[src/rtl/switch_debounce_sync_if.sv]
// Switch conditioning bus: raw pins in, debounced word, change strobe/mask and edge flags out.
// Use the master modport on the system side and the slave modport on the conditioner.
interface switch_debounce_sync_if #(
  parameter int WIDTH = 16
);
  logic [WIDTH-1:0] sw_raw;
  logic [WIDTH-1:0] sw_db;
  logic             sw_valid;
  logic             sw_changed;
  logic [WIDTH-1:0] sw_change_mask;
  logic [WIDTH-1:0] edge_clear;
  logic [WIDTH-1:0] edge_capture;

  modport master (
    output sw_raw, edge_clear,
    input  sw_db, sw_valid, sw_changed, sw_change_mask, edge_capture
  );

  modport slave (
    input  sw_raw, edge_clear,
    output sw_db, sw_valid, sw_changed, sw_change_mask, edge_capture
  );
endinterface

[src/rtl/switch_debounce_sync.sv]
// Slide-switch conditioner: per-bit 2-FF synchroniser plus debounce counter, with a change strobe and mask.
// Define SWITCH_EDGE_CAPTURE_EN to build the sticky per-bit edge_capture flags.
module switch_debounce_sync #(
  parameter int WIDTH           = 16,
  parameter int DEBOUNCE_CYCLES = 500000
) (
  input logic                 clk_clk,
  input logic                 reset_reset_n,
  switch_debounce_sync_if.slave sw
);
  localparam int             CNT_W = $clog2(DEBOUNCE_CYCLES) + 1;
  localparam logic [CNT_W-1:0] LIMIT = CNT_W'(DEBOUNCE_CYCLES - 1);

  typedef enum logic [1:0] {FILL, LOAD, RUN} state_t;

  state_t           state_reg;
  logic             fill_cnt_reg;
  logic             valid_reg;
  logic [WIDTH-1:0] sync1_reg;
  logic [WIDTH-1:0] sync2_reg;
  logic [WIDTH-1:0] db_reg;
  logic [WIDTH-1:0] mask_reg;
  logic             changed_reg;
  logic [CNT_W-1:0] cnt_reg  [WIDTH];
  logic [CNT_W-1:0] cnt_next [WIDTH];
  logic [WIDTH-1:0] flip;
  logic             in_run;

  assign in_run = (state_reg == RUN);

  // Startup sequencer: give the synchroniser two clocks to fill, then seed sw_db once.
  always_ff @(posedge clk_clk or negedge reset_reset_n) begin
    if (!reset_reset_n) begin
      state_reg    <= FILL;
      fill_cnt_reg <= 1'b0;
      valid_reg    <= 1'b0;
    end else begin
      case (state_reg)
        FILL: begin
          if (fill_cnt_reg) state_reg <= LOAD;
          fill_cnt_reg <= 1'b1;
        end
        LOAD: begin
          state_reg <= RUN;
          valid_reg <= 1'b1;
        end
        RUN:     state_reg <= RUN;
        default: state_reg <= FILL;
      endcase
    end
  end

  // A bit flips on its DEBOUNCE_CYCLES-th consecutive mismatching sample; any match restarts the count.
  for (genvar gi = 0; gi < WIDTH; gi++) begin : g_bit
    logic match;
    logic at_limit;
    assign match        = (sync2_reg[gi] == db_reg[gi]);
    assign at_limit     = (cnt_reg[gi] == LIMIT);
    assign flip[gi]     = in_run && !match && at_limit;
    assign cnt_next[gi] = (!in_run || match || at_limit) ? '0 : cnt_reg[gi] + CNT_W'(1);
  end

  always_ff @(posedge clk_clk or negedge reset_reset_n) begin
    if (!reset_reset_n) begin
      sync1_reg   <= '0;
      sync2_reg   <= '0;
      db_reg      <= '0;
      mask_reg    <= '0;
      changed_reg <= 1'b0;
      for (int i = 0; i < WIDTH; i++) cnt_reg[i] <= '0;
    end else begin
      sync1_reg   <= sw.sw_raw;
      sync2_reg   <= sync1_reg;
      db_reg      <= (state_reg == LOAD) ? sync2_reg : (db_reg ^ flip);
      mask_reg    <= flip;
      changed_reg <= |flip;
      cnt_reg     <= cnt_next;
    end
  end

  assign sw.sw_db          = db_reg;
  assign sw.sw_valid       = valid_reg;
  assign sw.sw_changed     = changed_reg;
  assign sw.sw_change_mask = mask_reg;

`ifdef SWITCH_EDGE_CAPTURE_EN
  logic [WIDTH-1:0] edge_reg;

  // A flip in the same cycle as a clear keeps the flag set.
  always_ff @(posedge clk_clk or negedge reset_reset_n) begin
    if (!reset_reset_n) edge_reg <= '0;
    else                edge_reg <= (edge_reg & ~sw.edge_clear) | flip;
  end

  assign sw.edge_capture = edge_reg;
`else
  logic unused_edge_clear;
  assign unused_edge_clear = ^sw.edge_clear;
  assign sw.edge_capture   = '0;
`endif
endmodule
[src/flat_wrapper.sv]
// flat-port wrapper written by rule: the top's interface ports become plain ports
module switch_debounce_sync_flat 
#(
  parameter int WIDTH           = 16,
  parameter int DEBOUNCE_CYCLES = 500000
)
  (clk_clk, reset_reset_n, sw_sw_raw, sw_edge_clear, sw_sw_db, sw_sw_valid, sw_sw_changed, sw_sw_change_mask, sw_edge_capture);
  switch_debounce_sync_if #(.WIDTH(WIDTH)) sw_i ();
  input logic clk_clk;
  input logic reset_reset_n;
  input wire logic [$bits(sw_i.sw_raw)-1:0] sw_sw_raw;
  input wire logic [$bits(sw_i.edge_clear)-1:0] sw_edge_clear;
  output wire logic [$bits(sw_i.sw_db)-1:0] sw_sw_db;
  output wire logic [$bits(sw_i.sw_valid)-1:0] sw_sw_valid;
  output wire logic [$bits(sw_i.sw_changed)-1:0] sw_sw_changed;
  output wire logic [$bits(sw_i.sw_change_mask)-1:0] sw_sw_change_mask;
  output wire logic [$bits(sw_i.edge_capture)-1:0] sw_edge_capture;
  assign sw_i.sw_raw = sw_sw_raw;
  assign sw_i.edge_clear = sw_edge_clear;
  assign sw_sw_db = sw_i.sw_db;
  assign sw_sw_valid = sw_i.sw_valid;
  assign sw_sw_changed = sw_i.sw_changed;
  assign sw_sw_change_mask = sw_i.sw_change_mask;
  assign sw_edge_capture = sw_i.edge_capture;
  switch_debounce_sync #(.WIDTH(WIDTH), .DEBOUNCE_CYCLES(DEBOUNCE_CYCLES)) u_core (.clk_clk(clk_clk), .reset_reset_n(reset_reset_n), .sw(sw_i));
endmodule
[config.mk]
export PLATFORM = sky130hd
export DESIGN_NAME = switch_debounce_sync_flat
export DESIGN_NICKNAME = d
export VERILOG_FILES = /design/src/rtl/switch_debounce_sync_if.sv /design/src/rtl/switch_debounce_sync.sv /design/src/flat_wrapper.sv
export SDC_FILE = /design/constraint.sdc
export NUM_CORES = 1
export LEC_CHECK = 0
export ABC_AREA = 1
export ABC_CLOCK_PERIOD_IN_PS = 1700
export CELL_PAD_IN_SITES_DETAIL_PLACEMENT = 1
export CELL_PAD_IN_SITES_GLOBAL_PLACEMENT = 2
export CORE_MARGIN = 2
export CORE_UTILIZATION = 36
export CTS_BUF_LIST = sky130_fd_sc_hd__clkbuf_8
export DETAILED_ROUTE_END_ITERATION = 8
export DONT_BUFFER_PORTS = 1
export PLACE_DENSITY_LB_ADDON = 0.1
export SYNTH_ARGS = -nofsm -noshare
export SYNTH_HDL_FRONTEND = slang
export SYNTH_SLANG_ARGS = --single-unit
[constraint.sdc]
create_clock -name clk_clk -period 1.7 [get_ports clk_clk]
set_clock_uncertainty 0.05 [all_clocks]
set_input_delay 0.34 -clock clk_clk [delete_from_list [all_inputs] [get_ports clk_clk]]
set_output_delay 0.34 -clock clk_clk [all_outputs]
set_load 0.02 [all_outputs]
**After elaboration in Yosys (flattened, before gate mapping)**

Cells that the tools add are included.
W data, S select, Z words.

- $add $sub $neg: 16
- Equality and inequality tests: 35
- Bitwise operators: 1
- Mux-type cells: 19
- Reduce and logical (&&, ||, !) cells: 84

Operator list:

| kind | count |
|---|---|
| $add A20 B1 Y20 const B | 16 |
| $eq A20 B19 Y1 const B | 16 |
| $mux W20 | 16 |
| $logic_and A1 B1 Y1 | 32 |
| $logic_or A1 B1 Y1 | 32 |
| $logic_not A1 Y1 | 17 |
| $eq A1 B1 Y1 | 16 |
| $mux W16 | 1 |
| $reduce_or A16 Y1 | 1 |
| $xor A16 B16 Y16 | 1 |
| $pmux W2 S2 | 1 |
| $eq A2 B1 Y1 const B | 1 |
| $eq A2 B2 Y1 const B | 1 |
| $logic_not A2 Y1 | 1 |
| $mux W2 | 1 |
| $ne A2 B1 Y1 const B | 1 |
| $reduce_or A2 Y1 | 1 |

- Input bits: 34
- Word-level logic and storage cells: 179
- Output and inout bits: 50
- Bits in registers: 389

**Depth between registers and ports, before layout**

- Word-level depth: 6
- Mapped depth: 12
- Depth with buffers taken out: 11

**Least setup slack after synthesis**

OpenSTA, ideal clock, no wires.

- Path kind: flip-flop to flip-flop
- Start: register u_core.state_reg[0]
- End: register u_core.cnt_reg[73] (netlist name)
- Period minus slack after synthesis: 1.617 ns
- Setup slack: 0.083 ns
- Required time: 1.573 ns
- Cell stages (with the launch flop): 11
- Arrival: 1.489 ns
- Path through: dfrtp_1 > inv_1 > ha_1 > buf_4 > buf_4 > nand2_1 > nor2_1 > nand2_1 > buf_4 > o21bai_1 > a21oi_1

RTL lines:

| item | RTL line | text |
|---|---|---|
| start: declaration | switch_debounce_sync.sv:16 | `state_t state_reg;` |
| start signal: assignment | switch_debounce_sync.sv:34 | `state_reg <= FILL;` |
| start signal: assignment | switch_debounce_sync.sv:40 | `if (fill_cnt_reg) state_reg <= LOAD;` |
| start signal: assignment | switch_debounce_sync.sv:44 | `state_reg <= RUN;` |
| end signal: assignment | switch_debounce_sync.sv:77 | `cnt_reg <= cnt_next;` |
| end: declaration | switch_debounce_sync.sv:24 | `logic [CNT_W-1:0] cnt_reg [WIDTH];` |

**Worst setup path in the final report**

- Start: register u_core.state_reg[1]
- End: register u_core.changed_reg, in the netlist u_core.sw.sw_changed

- Cells in the longest elaborated chain, start to end: 4

RTL lines:

| item | RTL line | text |
|---|---|---|
| $eq A2 B2 Y1 (*) | switch_debounce_sync.sv:29 | `assign in_run = (state_reg == RUN);` |
| $logic_and A1 B1 Y1 (2 in series) | switch_debounce_sync.sv:59 | `assign flip[gi] = in_run && !match && at_limit;` |
| $reduce_or A16 Y1 (*) | switch_debounce_sync.sv:76 | `changed_reg <= \|flip;` |
| end signal: assignment | switch_debounce_sync.sv:76 |  |
| end: declaration | switch_debounce_sync.sv:23 | `logic changed_reg;` |

Every way passes the cells marked *; elsewhere a longest branch is shown, timed or not.
A chain may end at the register's enable or synchronous reset.

==> summary.txt <==
Outcome
  • Status: finished with violations
  • Failing checks: negative hold slack

Timing
  • Max Fclk: ~590 MHz
  • Endpoints failing setup: 0
  • Slew Viols, Final: 0
  • Slew @ Worst Pin: between 1000 and 1500 ps
  • Hold Vio Cnt, Final: around 390
  • WHS: -652 ps
  • Max_slew headroom: 15.2%
  • Final worst-path cycle share: 99.8%
  • TNS Setup: 0 ps
  • RSZ-0062 raised after global routing: true
  • Tmin final: 1700 ps

Clock network
  • Clock Sinks: around 390
  • CTS tree: done
  • Root Buffer: clkbuf_8
  • Num CTS Buffers: 75
  • Clock slew at reported path FFs: 60 ps
  • Clock buffer depth: 3
  • Max H-tree Level: 3
  • Clk_lat worst skew: between 600 and 700 ps
  • Hold_buf cts: 16

Global routing
  • GRT overflow: 0
  • Number of global-route vias before repair: 17900
  • Initial antenna violation count: 3
  • Pin count of the biggest net entering global routing: a little under 400
  • First-pass GRT wire length: about 86000 µm
  • Total Routing Usage GR: a little under a fifth

Worst setup path
  • Worst Path Max Fanout: 10
  • Reg-to-Reg End: u_core.sw.sw_changed
  • Worst Reg-to-Reg Cells: 11
  • CP Data Required Time: between 2000 and 2500 ps
  • CP Class: flip-flop to flip-flop
  • Crit start category: flip-flop
  • R2r setup slk: between 3 and 4 ps
  • Critical path endpoint category: flip-flop
  • Reg-to-Reg Start: u_core.state_reg[1]
  • CP arrival: 2190 ps

Synth
  • Avg Cell Area, Syn: 8.03 µm²
  • Count of state elements after synthesis: between 300 and 400
  • Synth Flop Type: dfrtp_1
  • Commonest cells post-synth: 472 x nor2_1, 470 x nand2_1, 389 x dfrtp_1, 303 x inv_1, 122 x a21oi_1
  • Fraction of registers with async set/reset: 100%
  • Synth top area share: about 50%
  • Post-synth cell types: 40
  • Synth Instances: roughly 2400
  • Dominant cells by area after synthesis: dfrtp_1 50%, nor2_1 9.0%, nand2_1 9.0%
  • Sequential element share of the synthesized area: about half
  • YS warnings: 0
  • EDFF count, synth: 0
  • Netlist area before placement: 19700 µm²
  • Most frequent cell after synthesis: nor2_1
  • Area leader, netlist: dfrtp_1

Pwr
  • Leakage: ~0.012 µW
  • Power density of the placed cells: slightly below 800 nW/µm²
  • VDD IR max: between 500 and 600 µV

Layout
  • Fill cells: 6425
  • FF+latch area: about 10000 µm²
  • Multi-input gate area: approximately 9800 µm²
  • Layout cells sized above 1: about 27%
  • Largest register FFs: 320
  • Area growth syn-to-layout: 31.5%
  • Final Util: a little under half
  • Fin nets: ~2900

Die
  • Die X: 238 µm
  • Io pins: between 80 and 90
  • Core area: 53900 µm²
  • Die Height: between 200 and 250 µm
  • Starting density of the core: 36.4%
  • Row count: between 80 and 90
  • Die area: ~56000 µm²

Detailed routing
  • Iteration-0 DRC Markers: ~520
  • DRC Markers: 0
  • Pre-antenna DRT Iters: 4
  • Drt wl/cell: 14.7 µm
  • DR vias/cell: between 4 and 5
  • Routed WL: approximately 53000 µm
  • Routed Antenna Nets: 0
  • Via Count: roughly 17000

Placed design
  • Post-DP HPWL: between 30000 and 40000 µm
  • GPL Wtd Cong: 0.780
  • I/O Buffers: 0

Flow run
  • Max Cap Violations: 0

Min path
  • HP Class: input pin to async pin
cells in the final DEF, fill, tap and decap left out, types with 10 or more instances in the layout:
master / instances
o21ai_1: 19
nor3_2: 26
nor3b_1: 13
buf_12: 13
nand3_2: 27
clkbuf_8: 98
xnor2_1: 18
o21bai_1: 10
nand4_1: 43
inv_1: 308
o21ai_0: 48
nor2_1: 391
dlygate4sd3_1: 16
conb_1: 16
nor2_4: 61
dfrtp_1: 387
o21a_1: 13
nand2_2: 58
nand3_4: 12
nand2_1: 418
nand2_4: 21
a31oi_1: 13
nor3_1: 71
nor3b_2: 10
ha_2: 12
nor2_2: 75
buf_4: 249
a21oi_1: 108
inv_2: 20
nand3_1: 95
a21oi_2: 14
buf_6: 26
xor2_1: 76
worst max path at each step:
stage,from,to,slack [ps]
floorplan,u_core.state_reg[0],u_core.cnt_reg[73],80
finish,u_core.state_reg[1],u_core.sw.sw_changed,3
detailed placement,u_core.state_reg[0],u_core.sw.sw_changed,-270
global route,u_core.cnt_reg[100],u_core.cnt_reg[118],-120
CTS,u_core.cnt_reg[121],u_core.cnt_reg[130],-30
global placement,u_core.state_reg[0],u_core.sw.sw_changed,-260
power breakdown:
group / total (µW) / switching [µW] / internal [µW]
sequential: 9750 / 233 / 9520
clock: 9250 / 4110 / 5130
combinational: 1510 / 774 / 732
total: 20500 / 5120 / 15400
logic make-up after synthesis:
kind of cell | Yosys count | share of synthesized area, %
AO/OA/AOI/OAI | 237 | 6.55
adder cells (fa/ha/maj) | 20 | 1.27
AND/OR/NAND/NOR | 1353 | 31.0
flip-flops | 389 | 49.5
buffers and inverters | 353 | 7.35
other | 1 | 0.0191
XOR/XNOR | 95 | 4.23
critical path: stages, from the launching register on:
cell	delay, ps
dfrtp_1	410
ha_4	190
buf_12	150
nand2_2	80
nor2_4	40
nand4_1	110
buf_6	150
nand2_2	90
nor2_4	140
nand2_1	60
inv_1	60
nand2_1	50
layer usage:
layer  up-vias  routed length (µm)  global-route usage (%)
met1      8301               24500                    23.8
met2       157               25400                    31.3
met4         2                1160                    5.18
met3        90                1480                    3.67
met5         -                  11                       0
li1       8469                   -                       -
metrics by stage:
stage,setup slack [ps],cells,cell area [µm²],total power (µW)
floorplan,83.3,2463,19700,10500
global placement,-263,3337,22100,10900
detailed placement,-272,3337,22100,11000
CTS,-29.4,3500,24100,20600
global route,-116,3561,25800,21500
finish,3.41,3561,25800,20500
final cells by class:
class	count	share of cell area [%]
Inverter	312	4.61
Sequential cell	389	37.7
Multi-Input combinational cell	1723	38.1
Timing Repair Buffer	310	10.5
Clock buffer	98	5.22
Clock inverter	32	0.576
Antenna cell	1	0.00969
Tap cell	696	3.37
what timing repair did:
action                                  CTS  global route
gates cloned                              1             7
hold endpoints to repair                405           389
setup buffers                            16            54
endpoints found under the setup margin  203           262
pin swaps                                17            84
gates resized for setup                  55           344
Note: power is estimated with default switching activity, not from simulation.
